`config.mk`:
```
export PLATFORM = sky130hd
export DESIGN_NAME = bcd_display_counter_flat
export DESIGN_NICKNAME = d
export VERILOG_FILES = /design/src/rtl/bcd_display_pkg.sv /design/src/rtl/bcd_display_counter_if.sv /design/src/rtl/bcd_step.sv /design/src/rtl/bcd_display_counter.sv /design/src/flat_wrapper.sv
export SDC_FILE = /design/constraint.sdc
export NUM_CORES = 1
export LEC_CHECK = 0
export CAP_MARGIN = 20
export CORE_AREA = 2 2 112 114
export CTS_CLUSTER_DIAMETER = 120
export CTS_CLUSTER_SIZE = 12
export DETAILED_ROUTE_END_ITERATION = 12
export DIE_AREA = 0 0 114 116
export PLACE_DENSITY_LB_ADDON = 0.1
export SYNTH_ARGS = -nofsm -noshare
export SYNTH_HDL_FRONTEND = slang
export SYNTH_HIERARCHICAL = 1
export SYNTH_SLANG_ARGS = --single-unit
export TNS_END_PERCENT = 20
```
`constraint.sdc`:
```
create_clock -name clock -period 7 [get_ports clock]
set_input_delay 1.05 -clock clock [delete_from_list [all_inputs] [get_ports clock]]
set_output_delay 1.05 -clock clock [all_outputs]
set_load 0.01 [all_outputs]
```
`src/rtl/bcd_display_pkg.sv`:
```
// Shared types, segment codes and BCD-to-segment decode for the display counter.
package bcd_display_pkg;

    localparam int unsigned BCD_W = 4;
    localparam int unsigned SEG_W = 8;

    typedef logic [BCD_W-1:0] bcd_digit_t;
    typedef logic [SEG_W-1:0] seg_t;

    // Active-low segments, bit0=a .. bit6=g, bit7=dp (always off)
    localparam seg_t SEG_BLANK = 8'hFF;
    localparam seg_t SEG_CODES [10] = '{
        8'hC0, 8'hF9, 8'hA4, 8'hB0, 8'h99,
        8'h92, 8'h82, 8'hF8, 8'h80, 8'h90
    };

    function automatic seg_t bcd_to_seg(input bcd_digit_t d);
        return (d > 4'd9) ? SEG_BLANK : SEG_CODES[d];
    endfunction

endpackage

```
`src/rtl/bcd_display_counter_if.sv`:
```
// Control/load inputs and count/display outputs of the display counter.
interface bcd_display_counter_if
    import bcd_display_pkg::*;
#(
    parameter int unsigned NUM = 6
);
    logic                   enable;
    logic                   up_down;
    logic                   clear;
    logic                   load;
    bcd_digit_t [NUM-1:0]   load_value;
    bcd_digit_t [NUM-1:0]   count_value;
    logic                   wrap;
    seg_t       [NUM-1:0]   seven_segment;

    modport master (
        output enable, up_down, clear, load, load_value,
        input  count_value, wrap, seven_segment
    );

    modport slave (
        input  enable, up_down, clear, load, load_value,
        output count_value, wrap, seven_segment
    );
endinterface

```
`src/rtl/bcd_step.sv`:
```
// Combinational NUM-digit BCD increment/decrement with wrap flag.
module bcd_step
    import bcd_display_pkg::*;
#(
    parameter int unsigned NUM = 6
) (
    input  bcd_digit_t [NUM-1:0] i_value,
    input  logic                 i_up_down,
    output bcd_digit_t [NUM-1:0] o_next_c,
    output logic                 o_wrap_c
);

    logic w_carry;

    // Ripple carry (up) or borrow (down) from digit 0 upward
    always_comb begin
        o_next_c = i_value;
        w_carry  = 1'b1;
        for (int j = 0; j < int'(NUM); j++) begin
            if (w_carry) begin
                if (i_up_down) begin
                    if (i_value[j] >= 4'd9) begin
                        o_next_c[j] = 4'd0;
                    end else begin
                        o_next_c[j] = i_value[j] + 4'd1;
                        w_carry     = 1'b0;
                    end
                end else begin
                    if (i_value[j] == 4'd0) begin
                        o_next_c[j] = 4'd9;
                    end else begin
                        o_next_c[j] = i_value[j] - 4'd1;
                        w_carry     = 1'b0;
                    end
                end
            end
        end
        o_wrap_c = w_carry;
    end

endmodule

```
`src/rtl/bcd_display_counter.sv`:
```
// Up/down BCD counter with rate timer, load/clear, wrap pulse and
// leading-zero-blanked seven-segment outputs.
module bcd_display_counter
    import bcd_display_pkg::*;
#(
    parameter int unsigned NUM           = 6,
    parameter int unsigned CLOCK_HZ      = 50000000,
    parameter int unsigned COUNT_RATE_HZ = 10,
    parameter bit          BLANK_LEADING = 1'b1
) (
    input  logic                  clock,
    input  logic                  reset_n,
    bcd_display_counter_if.slave  bus
);

    localparam int unsigned TIMEOUT = CLOCK_HZ / COUNT_RATE_HZ;
    localparam int unsigned TMR_W   = (TIMEOUT > 1) ? $clog2(TIMEOUT) : 1;
    localparam logic [TMR_W-1:0] TIMEOUT_M1 = TMR_W'(TIMEOUT - 1);

    bcd_digit_t [NUM-1:0] r_count;
    logic [TMR_W-1:0]     r_timer;
    logic                 r_wrap;
    seg_t       [NUM-1:0] r_seg;

    bcd_digit_t [NUM-1:0] w_step_value;
    logic                 w_step_wrap;
    bcd_digit_t [NUM-1:0] w_count_nxt;
    logic [TMR_W-1:0]     w_timer_nxt;
    logic                 w_wrap_nxt;
    seg_t       [NUM-1:0] w_seg_nxt;
    logic                 w_zero_run;

    bcd_step #(.NUM(NUM)) u_step (
        .i_value   (r_count),
        .i_up_down (bus.up_down),
        .o_next_c  (w_step_value),
        .o_wrap_c  (w_step_wrap)
    );

    // Next count/timer/wrap: clear > load > step > hold
    always_comb begin
        w_count_nxt = r_count;
        w_timer_nxt = r_timer;
        w_wrap_nxt  = 1'b0;
        if (bus.clear) begin
            w_count_nxt = '0;
            w_timer_nxt = '0;
        end else if (bus.load) begin
            for (int j = 0; j < int'(NUM); j++) begin
                w_count_nxt[j] = (bus.load_value[j] > 4'd9) ? 4'd9 : bus.load_value[j];
            end
            w_timer_nxt = '0;
        end else if (bus.enable) begin
            if (r_timer == TIMEOUT_M1) begin
                w_timer_nxt = '0;
                w_count_nxt = w_step_value;
                w_wrap_nxt  = w_step_wrap;
            end else begin
                w_timer_nxt = r_timer + TMR_W'(1);
            end
        end
    end

    // Segment decode of the current count; a digit blanks when it and all above are zero
    always_comb begin
        w_seg_nxt  = '0;
        w_zero_run = 1'b1;
        for (int j = int'(NUM) - 1; j >= 0; j--) begin
            w_zero_run = w_zero_run && (r_count[j] == 4'd0);
            if (BLANK_LEADING && (j > 0) && w_zero_run) begin
                w_seg_nxt[j] = SEG_BLANK;
            end else begin
                w_seg_nxt[j] = bcd_to_seg(r_count[j]);
            end
        end
    end

    always_ff @(posedge clock) begin
        if (!reset_n) begin
            r_count <= '0;
            r_timer <= '0;
            r_wrap  <= 1'b0;
            for (int j = 0; j < int'(NUM); j++) begin
                r_seg[j] <= (BLANK_LEADING && (j != 0)) ? SEG_BLANK : SEG_CODES[0];
            end
        end else begin
            r_count <= w_count_nxt;
            r_timer <= w_timer_nxt;
            r_wrap  <= w_wrap_nxt;
            r_seg   <= w_seg_nxt;
        end
    end

    assign bus.count_value   = r_count;
    assign bus.wrap          = r_wrap;
    assign bus.seven_segment = r_seg;

endmodule

```
`src/flat_wrapper.sv`:
```
// flat-port wrapper written by rule: the top's interface ports become plain ports
module bcd_display_counter_flat import bcd_display_pkg::*;
#(
    parameter int unsigned NUM           = 6,
    parameter int unsigned CLOCK_HZ      = 50000000,
    parameter int unsigned COUNT_RATE_HZ = 10,
    parameter bit          BLANK_LEADING = 1'b1
)
  (clock, reset_n, bus_enable, bus_up_down, bus_clear, bus_load, bus_load_value, bus_count_value, bus_wrap, bus_seven_segment);
  bcd_display_counter_if #(.NUM(NUM)) bus_i ();
  input  logic clock;
  input  logic reset_n;
  input wire logic [$bits(bus_i.enable)-1:0] bus_enable;
  input wire logic [$bits(bus_i.up_down)-1:0] bus_up_down;
  input wire logic [$bits(bus_i.clear)-1:0] bus_clear;
  input wire logic [$bits(bus_i.load)-1:0] bus_load;
  input wire logic [$bits(bus_i.load_value)-1:0] bus_load_value;
  output wire logic [$bits(bus_i.count_value)-1:0] bus_count_value;
  output wire logic [$bits(bus_i.wrap)-1:0] bus_wrap;
  output wire logic [$bits(bus_i.seven_segment)-1:0] bus_seven_segment;
  assign bus_i.enable = bus_enable;
  assign bus_i.up_down = bus_up_down;
  assign bus_i.clear = bus_clear;
  assign bus_i.load = bus_load;
  assign bus_i.load_value = bus_load_value;
  assign bus_count_value = bus_i.count_value;
  assign bus_wrap = bus_i.wrap;
  assign bus_seven_segment = bus_i.seven_segment;
  bcd_display_counter #(.NUM(NUM), .CLOCK_HZ(CLOCK_HZ), .COUNT_RATE_HZ(COUNT_RATE_HZ), .BLANK_LEADING(BLANK_LEADING)) u_core (.clock(clock), .reset_n(reset_n), .bus(bus_i));
endmodule
```
==> impl_results.md <==
- Status: complete, no violations
- Crit path to: u_core/bus.count_value[20]
- Overflow left after global routing: 0
- Iteration-0 DRC Markers: around 520
- Post-CTS setup buffer count: 0
- Element type at the critical path end: register
- First-pass GRT wire length: about 25 mm
- Worst r2r path cells: 4
- Post-DP HPWL: about 11 mm
- #FFs+latches synth: 90
- Max-Cap Viols: 0
- Setup TNS: 0 ps
- Rows: 40
- Worst Path Arrival: 4370 ps
- WS Path Type: in2reg
- DRC: 0
- Min-Delay Path Class: reg2reg
- Required @ worst endpoint: ~7200 ps
- Mapped Area: between 0.005 and 0.006 mm2
- Fin crit period: slightly above 4000 ps
- H-tree depth: 3
- Ratio of cells with drive above 1 in the final layout: 0.04015
- PD cells: ~170 mW/mm2
- Core Region: between 0.01 and 0.015 mm2
- Worst reg2reg setup slack: 3520 ps
- Synth area leaders: dfxtp_1 30%, ha_1 11%, o21ai_0 8.4%
- RSZ-0062 raised after global routing: no
- WL per Instance: approximately 16 um
- Synth warn: 6
- Die Ht: about 120 um
- Static leakage: about 0.0026 uW
- DRT Wirelength: between 15 and 20 mm
- # hold bufs at CTS: 0
- Area Growth Syn to Fin: 19.66%
- Peak VDD IR: around 0.000084 V
- Sequential share of the synthesized area: 0.3037
- Ys flop type: dfxtp_1
- Clock tree buffer depth: 2
- Synth area leader: dfxtp_1
- Clock skew: about 5.9 ps
- DIE AREA: about 0.013 mm2
- Clk Tree Root Cell: clkbuf_16
- Setup WS pre-CTS: between 2000 and 3000 ps
- Most frequent cells in the layout: 99 x o21ai_0, 96 x clkdlybuf4s50_1, 90 x dfxtp_1
- # resized after CTS: 0
- IO buf count: 96
- Top Ports: between 100 and 150
- Vias per cell: between 6 and 7
- Number of synthesized flops with an enable pin: 0
- Antenna viol nets, final: 0
- Final worst slack: 2864 ps
- Final period util: 0.5908
- Initial Utilization: 0.4980
- Routed via count: 5863
- Largest net degree at the start of global routing: 33
- Clock sinks: 90
- Hold Vio Cnt, Final: 0
- DR pass1 iterations: 5
- Antenna Cells: 0
- Antenna violations before repair: 0
- Syn Area/Cell: 7.867 um2
- Clock Latency Late Sink: 350 ps
- Die Span X: about 110 um
- Worst-Margin Slew: approximately 1100 ps
- CP Max Fanout: 32
- Critical Path Start Type: input pin
- Vias in the first global route: roughly 5300
- Reg2reg start: u_core/r_timer[8]
- Synth async-reset ratio: 0
- Crit. Startpoint: bus_up_down
- Max transition margin: 0.2783
- Mapped Cells: 754
- Fmax: 241.8 MHz
- Final setup fails: 0
- Placer congestion estimate: 0.9064
- # nets final: between 900 and 1000
- Max-slew violations: 0
- Area share of the largest cell type after synthesis: 0.3037
- RR Endpoint: u_core/r_timer[10]
- Worst-path clk slew: approximately 60 ps
- All-Layer GR Usage: 0.2327
- TritonCTS clock tree: built
- Synth unique cells: slightly above 70
- Inserted Clock Buffers: 9
- Commonest non-fill, non-tap cell in the layout: o21ai_0
## logic make-up after synthesis
family	synth area share
other	0.0006322
muxes	0.007171
and+or+nand+nor	0.1983
xor gates and xnor gates	0.01772
buffers and inverters	0.07382
adders and majority gates	0.1076
DFF	0.3037
AOI/OAI and AO/OA	0.2911
## cells in the mapped netlist (3+ instances only)
master	n
xor2_1	7
o21ai_1	8
nor2_1	56
dfxtp_1	90
a31oi_1	19
o21ai_0	99
xnor2_1	5
o22ai_1	6
and4_1	5
a21oi_1	74
inv_1	44
clkbuf_1	27
a41oi_1	18
o211ai_1	12
nand2b_1	12
nor2b_1	17
nor3_1	4
and3_1	5
or3b_2	3
buf_4	9
buf_6	5
buf_2	8
or4_1	3
nand3_1	15
nand2_1	49
nand4_1	11
o2bb2ai_1	3
ha_1	51
or3_1	9
a221oi_1	3
o31ai_1	8
nor3b_1	10
o311a_1	7
## report_power, final
part	total, uW	internal, uW	switching, uW	leakage (uW)
sequential	570	542	28.3	0.000739
combinational	249	124	125	0.00172
clock	423	234	189	0.000118
total	1240	900	342	0.00257
## critical path, cell delays in order
cell	delay, ps
clkdlybuf4s50_1	800
buf_4	430
nor4b_1	400
a31o_1	340
and4_1	570
a31oi_1	170
o221a_1	270
o311a_1	330
## through the flow
step           cell area (um2)  hold slack (ps)  instances  total power, uW  utilization
4_1_cts                   7098            482.7        969             1254       0.5959
3_3_place_gp              6857            467.9        956            822.4       0.5756
5_1_grt                   7098            504.0        969             1305       0.5959
2_1_floorplan             5951            447.1        759            720.8            -
6_report                  7098            478.9        969             1242       0.5959
3_5_place_dp              6857            472.8        956            827.3       0.5756
## flip-flops by register name (all words and copies together), names as in the netlist
signal	flops
u_core/bus.seven_segment	42
u_core/bus.wrap	1
u_core/r_timer	23
u_core/bus.count_value	24
## how the worst min path moves through the flow
stage,from,endpoint,depth (start not counted)
2_1_floorplan,u_core/r_timer[22],u_core/r_timer[22],2
3_3_place_gp,u_core/r_timer[22],u_core/r_timer[22],2
3_5_place_dp,u_core/r_timer[22],u_core/r_timer[22],2
4_1_cts,u_core/r_timer[22],u_core/r_timer[22],2
5_1_grt,u_core/r_timer[22],u_core/r_timer[22],2
6_report,u_core/r_timer[22],u_core/r_timer[22],2
## metal layers
layer | vias to the layer above | routed length (um) | track usage
met5 | - | 0 | 0
met4 | 0 | 400 | 0.1041
met3 | 29 | 906 | 0.03713
met2 | 207 | 7495 | 0.3968
met1 | 2762 | 6716 | 0.2910
li1 | 2865 | - | -
## layout make-up
class	instances	area (um2)
Timing Repair Buffer	100	991.0
Clock buffer	12	236.5
Fill cell	1105	4813
Sequential cell	90	1802
Tap cell	147	183.9
Multi-Input combinational cell	574	3711
Inverter	45	168.9
Clock inverter	1	5.005
(Power assumes the default switching activity.)
